### src/rtl/mm_job_arbiter.sv
// Two-requester round-robin front end for a shared 2x2 matrix multiplier (one DW x DW product per cycle).
// Build option: define MM_SAT_EN for unsigned saturation of result elements; default wraps modulo 2^DW.
module mm_job_arbiter #(
  parameter int unsigned DW      = 8,
  parameter int unsigned RR_INIT = 0
) (
  input  logic            clk,
  input  logic            rst_n,
  input  logic [1:0]      req,
  input  logic [4*DW-1:0] a0,
  input  logic [4*DW-1:0] b0,
  input  logic [4*DW-1:0] a1,
  input  logic [4*DW-1:0] b1,
  output logic [1:0]      gnt,
  output logic            busy,
  output logic            res_valid,
  input  logic            res_ready,
  output logic            res_id,
  output logic [4*DW-1:0] res_c
);

  localparam int unsigned MW = 4 * DW;
  localparam int unsigned PW = 2 * DW;
  localparam int unsigned AW = 2 * DW + 1;

  typedef enum logic [1:0] {
    ST_IDLE = 2'd0,
    ST_MAC  = 2'd1,
    ST_DONE = 2'd2
  } state_e;

  state_e          state_q, state_d;
  logic [2:0]      step_q, step_d;
  logic            rr_ptr_q, rr_ptr_d;
  logic [1:0]      gnt_q, gnt_d;
  logic            busy_q, busy_d;
  logic            res_valid_q, res_valid_d;
  logic            res_id_q, res_id_d;
  logic [MW-1:0]   a_q, a_d;
  logic [MW-1:0]   b_q, b_d;
  logic [AW-1:0]   acc_q [4];
  logic [AW-1:0]   acc_d [4];

  logic [DW-1:0]   a_arr [4];
  logic [DW-1:0]   b_arr [4];
  logic [1:0]      a_idx, b_idx, c_idx;
  logic [PW-1:0]   prod;
  logic            win;

  // Unpack captured operands into element arrays for the step-indexed mux.
  for (genvar g = 0; g < 4; g++) begin : g_el
    assign a_arr[g] = a_q[DW*g +: DW];
    assign b_arr[g] = b_q[DW*g +: DW];
  end

  // Step k: c = k>>1 selects the accumulator, t = k&1 the inner-product term.
  assign c_idx = step_q[2:1];
  assign a_idx = {step_q[2], step_q[0]};
  assign b_idx = {step_q[0], step_q[1]};
  assign prod  = PW'(a_arr[a_idx]) * PW'(b_arr[b_idx]);

  assign win = (req == 2'b10) ? 1'b1 :
               (req == 2'b01) ? 1'b0 : rr_ptr_q;

  always_comb begin
    state_d     = state_q;
    step_d      = step_q;
    rr_ptr_d    = rr_ptr_q;
    gnt_d       = 2'b00;
    busy_d      = busy_q;
    res_valid_d = res_valid_q;
    res_id_d    = res_id_q;
    a_d         = a_q;
    b_d         = b_q;
    for (int i = 0; i < 4; i++) acc_d[i] = acc_q[i];

    case (state_q)
      ST_IDLE: begin
        if (req != 2'b00) begin
          state_d  = ST_MAC;
          gnt_d    = win ? 2'b10 : 2'b01;
          res_id_d = win;
          a_d      = win ? a1 : a0;
          b_d      = win ? b1 : b0;
          step_d   = 3'd0;
          busy_d   = 1'b1;
          for (int i = 0; i < 4; i++) acc_d[i] = '0;
        end
      end
      ST_MAC: begin
        acc_d[c_idx] = acc_q[c_idx] + AW'(prod);
        step_d       = step_q + 3'd1;
        if (step_q == 3'd7) begin
          state_d     = ST_DONE;
          res_valid_d = 1'b1;
        end
      end
      ST_DONE: begin
        // Hand priority to the other requester once the result is consumed.
        if (res_ready) begin
          state_d     = ST_IDLE;
          res_valid_d = 1'b0;
          busy_d      = 1'b0;
          rr_ptr_d    = ~res_id_q;
        end
      end
      default: state_d = ST_IDLE;
    endcase
  end

  always_ff @(posedge clk or negedge rst_n) begin
    if (!rst_n) begin
      state_q     <= ST_IDLE;
      step_q      <= 3'd0;
      rr_ptr_q    <= 1'(RR_INIT);
      gnt_q       <= 2'b00;
      busy_q      <= 1'b0;
      res_valid_q <= 1'b0;
      res_id_q    <= 1'b0;
      a_q         <= '0;
      b_q         <= '0;
      for (int i = 0; i < 4; i++) acc_q[i] <= '0;
    end else begin
      state_q     <= state_d;
      step_q      <= step_d;
      rr_ptr_q    <= rr_ptr_d;
      gnt_q       <= gnt_d;
      busy_q      <= busy_d;
      res_valid_q <= res_valid_d;
      res_id_q    <= res_id_d;
      a_q         <= a_d;
      b_q         <= b_d;
      for (int i = 0; i < 4; i++) acc_q[i] <= acc_d[i];
    end
  end

  // Reduce each accumulator to DW bits; held constant through DONE.
  for (genvar g = 0; g < 4; g++) begin : g_res
`ifdef MM_SAT_EN
    assign res_c[DW*g +: DW] = (|acc_q[g][AW-1:DW]) ? {DW{1'b1}} : acc_q[g][DW-1:0];
`else
    assign res_c[DW*g +: DW] = acc_q[g][DW-1:0];
`endif
  end

  assign gnt       = gnt_q;
  assign busy      = busy_q;
  assign res_valid = res_valid_q;
  assign res_id    = res_id_q;

endmodule

### config.mk
export PLATFORM = sky130hd
export DESIGN_NAME = mm_job_arbiter
export DESIGN_NICKNAME = d
export VERILOG_FILES = /design/src/rtl/mm_job_arbiter.sv
export SDC_FILE = /design/constraint.sdc
export NUM_CORES = 1
export LEC_CHECK = 0
export BUFFER_PORTS_ARGS = -buffer_cell sky130_fd_sc_hd__buf_2
export CAP_MARGIN = 20
export CORE_MARGIN = 10
export CORE_UTILIZATION = 40
export CTS_CLUSTER_DIAMETER = 50
export DETAILED_ROUTE_END_ITERATION = 10
export GPL_ROUTABILITY_DRIVEN = 0
export GPL_TIMING_DRIVEN = 1
export PLACE_DENSITY = 0.62
export SLEW_MARGIN = 0
export SYNTH_ARGS = -nofsm -noshare
export SYNTH_HDL_FRONTEND = slang
export SYNTH_SLANG_ARGS = --single-unit
### constraint.sdc
create_clock -name clk -period 5.6 [get_ports clk]
set_input_delay 0.56 -clock clk [delete_from_list [all_inputs] [get_ports clk]]
set_output_delay 0.56 -clock clk [all_outputs]
set_load 0.02 [all_outputs]
==> results of run 1 <==
final cells by class:
type | count | area (sq um) | area share
Clock inverter | 4 | 55.1 | 0.00748
Timing Repair Buffer | 180 | 956 | 0.130
Tap cell | 184 | 230 | 0.0313
Clock buffer | 12 | 256 | 0.0349
Sequential cell | 107 | 2680 | 0.364
Multi-Input combinational cell | 307 | 2790 | 0.379
Inverter | 104 | 390 | 0.0531
where the power goes:
group          switching (uW)  internal, uW
logic                    2280          1650
clock network             285           375
registers                 268          1120
total                    2830          3150
metal layers:
layer | vias up | share of wire | global-route usage
li1 | 2280 | - | -
met1 | 2465 | 0.40 | 0.221
met2 | 230 | 0.50 | 0.291
met3 | 17 | 0.083 | 0.0574
met4 | 0 | 0.013 | 0.0413
met5 | - | 0 | 0
cell usage in the layout (no fill, tap or decap), drive strengths merged:
| cell | synthesis | layout |
|---|---|---|
| clkinvlp | 0 | 1 |
| or3 | 1 | 1 |
| inv | 104 | 106 |
| xnor3 | 1 | 1 |
| a21o | 3 | 3 |
| nand2b | 3 | 3 |
| a222oi | 64 | 64 |
| a21oi | 4 | 4 |
| clkbuf | 27 | 12 |
| nand3 | 36 | 36 |
| dfrtp | 107 | 107 |
| nor2 | 5 | 5 |
| and3 | 2 | 2 |
| xor2 | 6 | 6 |
| bufinv | 0 | 1 |
| nand2 | 79 | 79 |
| nor3 | 1 | 1 |
| xnor2 | 10 | 10 |
| ha | 19 | 19 |
| nor2b | 2 | 2 |
| mux4 | 24 | 24 |
| buf | 10 | 180 |
| o21ai | 17 | 17 |
| and2 | 11 | 11 |
| fa | 18 | 18 |
| or2 | 1 | 1 |
how the worst max path moves through the flow:
stage | startpoint | to | slack (ns) | cells past startpoint
after floorplan | step_q[1]$_DFFE_PN0P_ | res_c[23]$_DFFE_PN0P_ | 0.86 | 18
after global placement | step_q[0]$_DFFE_PN0P_ | res_c[31]$_DFFE_PN0P_ | 0.67 | 16
after detailed placement | step_q[0]$_DFFE_PN0P_ | res_c[7]$_DFFE_PN0P_ | 0.59 | 16
after CTS | step_q[0]$_DFFE_PN0P_ | res_c[23]$_DFFE_PN0P_ | 0.57 | 16
after global routing | step_q[0]$_DFFE_PN0P_ | res_c[7]$_DFFE_PN0P_ | 0.29 | 16
final | step_q[0]$_DFFE_PN0P_ | res_c[7]$_DFFE_PN0P_ | 0.59 | 16
worst register-to-register path, delay by kind of cell (launching register included):
kind / cells / cell delay (ns)
XOR/XNOR: 3 / 0.64
flip-flops: 1 / 0.56
AND/OR/NAND/NOR: 1 / 0.24
adder cells (fa/ha/maj): 6 / 2.13
AO/OA/AOI/OAI: 3 / 0.52
buffers and inverters: 2 / 0.09
multiplexers: 1 / 0.75
cells by family (layout without fill, tap and decap cells):
kind of cell / Yosys count / count (layout) / share of synthesized area
adders and majority gates: 37 / 37 / 0.0996
AOI/OAI and AO/OA: 88 / 88 / 0.128
xor gates and xnor gates: 17 / 17 / 0.0285
muxes: 24 / 24 / 0.100
buffers and inverters: 141 / 300 / 0.0934
and+or+nand+nor: 141 / 141 / 0.105
DFF: 107 / 107 / 0.446
synthesized netlist by cell type, types with 2 or more instances:
cell and instances:
sky130_fd_sc_hd__mux4_2 8, sky130_fd_sc_hd__nand2_1 78, sky130_fd_sc_hd__clkbuf_1 27, sky130_fd_sc_hd__ha_1 19
sky130_fd_sc_hd__mux4_1 16, sky130_fd_sc_hd__buf_6 2, sky130_fd_sc_hd__nor2_1 5, sky130_fd_sc_hd__xnor2_1 9
sky130_fd_sc_hd__buf_1 5, sky130_fd_sc_hd__o21ai_0 13, sky130_fd_sc_hd__xor2_1 6, sky130_fd_sc_hd__nand2b_1 3
sky130_fd_sc_hd__inv_1 104, sky130_fd_sc_hd__nor2b_1 2, sky130_fd_sc_hd__dfrtp_1 107, sky130_fd_sc_hd__and3_1 2
sky130_fd_sc_hd__a222oi_1 64, sky130_fd_sc_hd__o21ai_1 4, sky130_fd_sc_hd__a21o_1 3, sky130_fd_sc_hd__fa_1 18
sky130_fd_sc_hd__and2_1 11, sky130_fd_sc_hd__a21oi_1 4, sky130_fd_sc_hd__nand3_1 36
sequential cells by signal (all words and copies together), names as in the netlist:
signal and flops:
a_q 32, b_q 32, busy 1, gnt 2, res_c 32, res_id 1
res_valid 1, rr_ptr_q 1, state_q 2, step_q 3
through the flow:
step,setup slack [ns],power (uW),hold slack (ns),std cells
2_1_floorplan,0.857,4290,0.264,555
3_3_place_gp,0.671,5230,0.460,880
3_5_place_dp,0.587,5340,0.468,880
4_1_cts,0.569,6020,0.174,896
5_1_grt,0.292,6600,0.179,898
6_report,0.589,5990,0.166,898
==> results.rst, run 1 <==
.. list-table::
   :header-rows: 1

   * - Metric
     - Value
   * - Run status
     - finished, final reports clean
   * - Post-CTS Setup Inserts
     - 0
   * - Count of state elements after synthesis
     - between 100 and 150
   * - Cell area after synthesis
     - roughly 6000 sq um
   * - Overall fraction of global-route tracks in use
     - 0.177
   * - Reported leakage power
     - 0.00407 uW
   * - Starting Density
     - 0.410
   * - Final number of hold-violating endpoints
     - 0
   * - Number of max-cap violations
     - 0
   * - Cts hold-fix bufs
     - 0
   * - Reg-to-Reg End
     - res_c[7]$_DFFE_PN0P_
   * - Crit Path Max Fanout
     - 8
   * - X dimension of the die
     - approximately 140 um
   * - Final max-slew violation count
     - 0
   * - Via count of the first global-routing pass
     - roughly 5300
   * - Number of H-tree branching levels
     - 3
   * - Worst setup path class
     - reg2reg
   * - Via density
     - 5.56
   * - Setup TNS after final layout
     - 0 ns
   * - Kind of end point of the critical path
     - flop
   * - Share of the synthesized area in the top cell type
     - 0.446
   * - Remaining Overflow, GRT
     - 0
   * - Clock latency reported for the late side of the worst-skew pair
     - 0.35 ns
   * - Leading area contributor after synthesis
     - sky130_fd_sc_hd__dfrtp_1
   * - Worst-margin pin slew
     - 0.882 ns
   * - Initial antenna violation count
     - 0
   * - I/O pin count
     - between 150 and 200
   * - IR drop worst, VDD
     - 0.000603 V
   * - Final setup violation count
     - 0
   * - Max stage delay cell, worst path
     - sky130_fd_sc_hd__mux4_1
   * - Leading cell types by total area after synthesis
     - sky130_fd_sc_hd__dfrtp_1 (45%), sky130_fd_sc_hd__a222oi_1 (11%), sky130_fd_sc_hd__mux4_1 (7.0%)
   * - Die Area
     - 20300 sq um
   * - Number of instances in the synthesized netlist
     - 555
   * - Bufs on Longest Clock Path
     - 2
   * - DRC
     - 0
   * - Share of the cycle needed by the critical path after routing
     - 0.895
   * - Drt first pass iters
     - 10
   * - Cell area after layout
     - 7360 sq um
   * - Overall via count from detail_route
     - approximately 5000
   * - CP Launch Type
     - flop
   * - Final min period
     - 5.01 ns
   * - Gate family responsible for the most delay along the worst path
     - adder cells
   * - Sum of buffers and inverters on the critical path
     - 2
   * - Worst path required time
     - about 5.9 ns
   * - Starting DRT DRC Count
     - 564
   * - Synth async-reset ratio
     - 1.00
   * - Estimated wirelength of the detail-placed design
     - 13.8 mm
   * - Antenna Diode Count
     - 0
   * - Final nets
     - between 800 and 900
   * - Final core utilization
     - 0.502
   * - Drt wl/cell
     - 20.0 um
   * - Core area
     - 14600 sq um
   * - Clock tree root driver cell
     - sky130_fd_sc_hd__clkbuf_16
   * - Share of final-layout standard cells stronger than drive strength 1
     - 0.294
   * - # clock sinks
     - 107
   * - TritonCTS clock tree
     - done
   * - Die height
     - 143 um
   * - Data arrival time of the critical path
     - 5.29 ns
   * - Warnings from Yosys
     - 0
   * - Wire length of the first global-routing pass
     - between 20 and 30 mm
   * - Count of buffers from port buffering
     - 169
   * - Maximum clock frequency
     - 0.200 GHz
   * - Worst-path clk slew
     - ~0.070 ns
   * - Avg Inst Size Synth
     - about 11 sq um
   * - Synth-to-Final Area Change
     - 22.5%
   * - Synth Flop Type
     - sky130_fd_sc_hd__dfrtp_1
   * - Post_cts resized
     - 0
   * - Critical Path, Cell by Cell
     - mux4_1, and2_1, fa_1, ha_1, ha_1, inv_1, fa_1, inv_1, ha_1, fa_1, a21o_1, a21oi_1, xor2_1, xnor2_1, xnor3_2, o21ai_1
   * - Total Routed Length
     - between 15 and 20 mm
   * - Number of enable-type register cells in the synthesized netlist
     - 0
   * - Final ANT Viol Nets
     - 0
   * - Number of fill cells in the layout
     - roughly 1300
   * - Depth of the worst register-to-register path
     - 16
   * - Num CTS Buffers
     - 9
   * - Synthesized Nets
     - a little over 700
   * - Proportion of synthesized chip area in sequential cells
     - 0.446
   * - Layout Skew
     - 0.0107 ns
   * - Number of distinct standard cells referenced by the synthesized netlist
     - 32
   * - Slew HR
     - 0.412
   * - Placed standard-cell area
     - 7000 sq um
   * - Class of the worst hold path
     - in2async
   * - Row count
     - 44
   * - Critical Path Max Stage Delay
     - approximately 0.75 ns
   * - Reg2Reg Launch Point
     - step_q[0]$_DFFE_PN0P_
   * - Register-to-Register Setup Slack
     - a little under 0.6 ns
   * - Power density normalized to cell area
     - 814 nW/um^2
   * - Maximum number of pins on one net before global-route repair
     - 71
   * - Setup repair after global routing missed its margin
     - false
Note: power is estimated with default switching activity, not from simulation.
==> run 2, diff against run 1 <==
--- a/config.mk
+++ b/config.mk
@@ -5,6 +5,7 @@
 export SDC_FILE = /design/constraint.sdc
 export NUM_CORES = 1
 export LEC_CHECK = 0
+export ABC_AREA = 1
 export BUFFER_PORTS_ARGS = -buffer_cell sky130_fd_sc_hd__buf_2
 export CAP_MARGIN = 20
 export CORE_MARGIN = 10
@@ -13,7 +14,7 @@
 export DETAILED_ROUTE_END_ITERATION = 10
 export GPL_ROUTABILITY_DRIVEN = 0
 export GPL_TIMING_DRIVEN = 1
-export PLACE_DENSITY = 0.62
+export PLACE_DENSITY = 0.61
 export SLEW_MARGIN = 0
 export SYNTH_ARGS = -nofsm -noshare
 export SYNTH_HDL_FRONTEND = slang
==> constraint.sdc (replaced) <==
create_clock -name clk -period 5.6 [get_ports clk]
set_input_delay 0.56 -clock clk [delete_from_list [all_inputs] [get_ports clk]]
set_output_delay 0.56 -clock clk [all_outputs]
set_load 0.05 [all_outputs]
==> results.rst, run 2 <==
.. list-table::
   :header-rows: 1

   * - Metric
     - Value
   * - Run status
     - finished, final reports clean
   * - Starting DRT DRC Count
     - 383 (-32%)
   * - Post-synth top cells
     - sky130_fd_sc_hd__nand2_1 (373), sky130_fd_sc_hd__inv_1 (114), sky130_fd_sc_hd__dfrtp_1 (107), sky130_fd_sc_hd__nand3_1 (72), sky130_fd_sc_hd__a22oi_1 (35)
   * - Initial antenna violation count
     - 0 (unchanged)
   * - Die Area
     - 21700 sq um (+6.6%)
   * - Final setup violation count
     - 0 (unchanged)
   * - Placed standard-cell area
     - 7500 sq um (+7.0%)
   * - Kind of end point of the critical path
     - flop
   * - Num CTS Buffers
     - 9 (unchanged)
   * - Total Routed Length
     - 19.5 mm (+8.5%)
   * - Number of instances in the synthesized netlist
     - 874 (+57%)
   * - Via density
     - 4.87 (-12%)
   * - Number of max-cap violations
     - 0 (unchanged)
   * - Sum of buffers and inverters on the critical path
     - 4 (+2)
   * - Proportion of synthesized chip area in sequential cells
     - 0.414 (-0.0318)
   * - Final ANT Viol Nets
     - 0 (unchanged)
   * - Clock latency reported for the late side of the worst-skew pair
     - 0.36 ns (about the same)
   * - Die height
     - 147 um (+3.2%)
   * - Overall via count from detail_route
     - 6091 (+22%)
   * - Data arrival time of the critical path
     - 5.28 ns (about the same)
   * - Crit Path Max Fanout
     - 19 (+11)
   * - Overall fraction of global-route tracks in use
     - 0.182 (+0.00519)
   * - Final nets
     - 1200 (+37%)
   * - Worst slack at placement
     - 0.592 ns (+0.00490 ns)
   * - Critical Path Max Stage Delay
     - 0.53 ns (-0.22 ns)
   * - Worst setup path class
     - reg2reg
   * - Core area
     - 15900 sq um (+8.5%)
   * - Final min period
     - 5.03 ns (+0.0202 ns)
   * - Leading cell types by total area after synthesis
     - sky130_fd_sc_hd__dfrtp_1 (41%), sky130_fd_sc_hd__nand2_1 (22%), sky130_fd_sc_hd__inv_1 (6.6%)
   * - Wire length of the first global-routing pass
     - 32.4 mm (+14%)
   * - Top library cells by usage in the layout, fill and taps aside
     - sky130_fd_sc_hd__nand2_1 (373), sky130_fd_sc_hd__buf_2 (168), sky130_fd_sc_hd__inv_1 (114)
   * - Avg Inst Size Synth
     - 7.40 sq um (-32%)
   * - Drt first pass iters
     - 5 (-5)
   * - X dimension of the die
     - 147 um (+3.2%)
   * - Count of buffers from port buffering
     - 169 (unchanged)
   * - Number of H-tree branching levels
     - 3 (unchanged)
   * - Remaining Overflow, GRT
     - 0 (unchanged)
   * - Worst path required time
     - 5.85 ns (-0.03 ns)
   * - Worst-margin pin slew
     - 0.781 ns (-0.101 ns)
   * - Cell area after layout
     - 7810 sq um (+6.2%)
   * - I/O pin count
     - 170 (unchanged)
   * - Leading cell type by number of instances after synthesis
     - sky130_fd_sc_hd__nand2_1
   * - Synthesized Nets
     - 1044 (+44%)
   * - Synth Flop Type
     - sky130_fd_sc_hd__dfrtp_1
   * - DRC
     - 0 (unchanged)
   * - Layout Skew
     - 0.00725 ns (-0.00344 ns)
   * - TritonCTS clock tree
     - done
   * - Most common cell after layout, fill and taps aside
     - sky130_fd_sc_hd__nand2_1
   * - Maximum number of pins on one net before global-route repair
     - 71 (unchanged)
   * - Share of the cycle needed by the critical path after routing
     - 0.898 (+0.00361)
   * - Clock tree root driver cell
     - sky130_fd_sc_hd__clkbuf_16
   * - Antenna Diode Count
     - 0 (unchanged)
   * - Share of the synthesized area in the top cell type
     - 0.414 (-0.0318)
   * - Number of distinct standard cells referenced by the synthesized netlist
     - 27 (-16%)
   * - Synth-to-Final Area Change
     - 20.8%
   * - Bufs on Longest Clock Path
     - 2 (unchanged)
   * - Starting Density
     - 0.407 (-0.00297)
   * - Number of enable-type register cells in the synthesized netlist
     - 0 (unchanged)
   * - Maximum clock frequency
     - 0.199 GHz (-0.40%)
   * - Final number of hold-violating endpoints
     - 0 (unchanged)
   * - Setup repair after global routing missed its margin
     - false
   * - Warnings from Yosys
     - 0 (unchanged)
   * - Slew HR
     - 0.479 (+0.0671)
   * - Final Worst Setup Slack
     - 0.569 ns (-0.0202 ns)
   * - Drt wl/cell
     - 15.6 um (-22%)
   * - Post-CTS Setup Inserts
     - 0 (unchanged)
   * - Synth async-reset ratio
     - 1.00 (unchanged)
   * - Cell area after synthesis
     - 6470 sq um (+7.7%)
   * - Setup TNS after final layout
     - 0 ns (unchanged)
   * - CP Launch Type
     - flop
   * - Post_cts resized
     - 0 (unchanged)
   * - Estimated wirelength of the detail-placed design
     - 15.3 mm (+11%)
   * - Final core utilization
     - 0.492 (-0.0107)
   * - Row count
     - 46 (+4.5%)
   * - Gate family responsible for the most delay along the worst path
     - adder cells
   * - Class of the worst hold path
     - in2async
   * - Leading area contributor after synthesis
     - sky130_fd_sc_hd__dfrtp_1
   * - Via count of the first global-routing pass
     - 6228 (+17%)
   * - # clock sinks
     - 107 (unchanged)
   * - Cts hold-fix bufs
     - 0 (unchanged)
   * - Count of state elements after synthesis
     - 107 (unchanged)
   * - Worst-path clk slew
     - 0.07 ns (about the same)
   * - Final max-slew violation count
     - 0 (unchanged)
   * - Max stage delay cell, worst path
     - sky130_fd_sc_hd__fa_1
   * - Share of final-layout standard cells stronger than drive strength 1
     - 0.196 (-0.0980)
   * - Critical Path, Cell by Cell
     - inv_2, nor2_1, a221oi_1, fa_1, inv_1, fa_1, ha_1, inv_1, fa_1, inv_1, fa_1, a21oi_1, nor2_1, nor2_1, nand3_1, nand2_1, xor2_1, nand2_1, nand2_1, nand2_2, nand3_1, nand2_1
==> run 2: cell types whose count changed after synthesis, moves of 19 or more <==
cell                       previous run  this run
sky130_fd_sc_hd__a22oi_1              0        35
sky130_fd_sc_hd__nand3_1             36        72
sky130_fd_sc_hd__o22ai_1              0        19
sky130_fd_sc_hd__nand2_1             78       373
sky130_fd_sc_hd__a222oi_1            64         0
sky130_fd_sc_hd__nor2_1               5        31
==> run 2: path summary, 6_finish.rpt <==
check	startpoint	cells past startpoint	to	slack, ns
hold / removal	rst_n	1	res_c[11]$_DFFE_PN0P_	0.28
max in group asynchronous	rst_n	2	b_q[12]$_DFFE_PN0P_	4.18
setup / recovery	step_q[1]$_DFFE_PN0P_	22	res_c[31]$_DFFE_PN0P_	0.57
hold reg to reg	rr_ptr_q$_DFFE_PN0P_	2	rr_ptr_q$_DFFE_PN0P_	0.49
setup reg to reg	step_q[1]$_DFFE_PN0P_	22	res_c[31]$_DFFE_PN0P_	0.57
min in group clk	a0[21]	3	a_q[21]$_DFFE_PN0P_	0.39
==> run 2: per-stage QoR <==
step / cells / hold WS, ns
after floorplan: 874 / 0.264
after global placement: 1235 / 0.462
after detailed placement: 1235 / 0.474
after CTS: 1251 / 0.314
after global routing: 1251 / 0.358
final: 1251 / 0.276
==> run 2: logic make-up (layout without fill, tap and decap cells) <==
kind of cell	Yosys count	count (layout)	share of synthesized area
and+or+nand+nor	483	483	0.298
buffers and inverters	151	312	0.0946
DFF	107	107	0.414
AOI/OAI and AO/OA	89	89	0.0909
adders and majority gates	37	37	0.0925
xor gates and xnor gates	7	7	0.00948
==> run 2: layer usage <==
metal | part of all wire | track usage
met2 | 0.46 | 0.279
met3 | 0.063 | 0.0455
met4 | 0.013 | 0.0466
met1 | 0.47 | 0.251
met5 | 0 | 0
==> run 2: cell type report <==
class | instances | area, sq um
clock buffer | 11 | 253
clock inverter | 5 | 60.1
fill | 1648 | 8080
inverter | 118 | 443
multi-input combinational | 616 | 3190
sequential | 107 | 2680
tap | 216 | 270
timing repair buffer | 178 | 916
Power of run 2 is left out: the tool's default activity adds up to more than one toggle a clock period on the data nets, which glitch-free logic cannot reach.
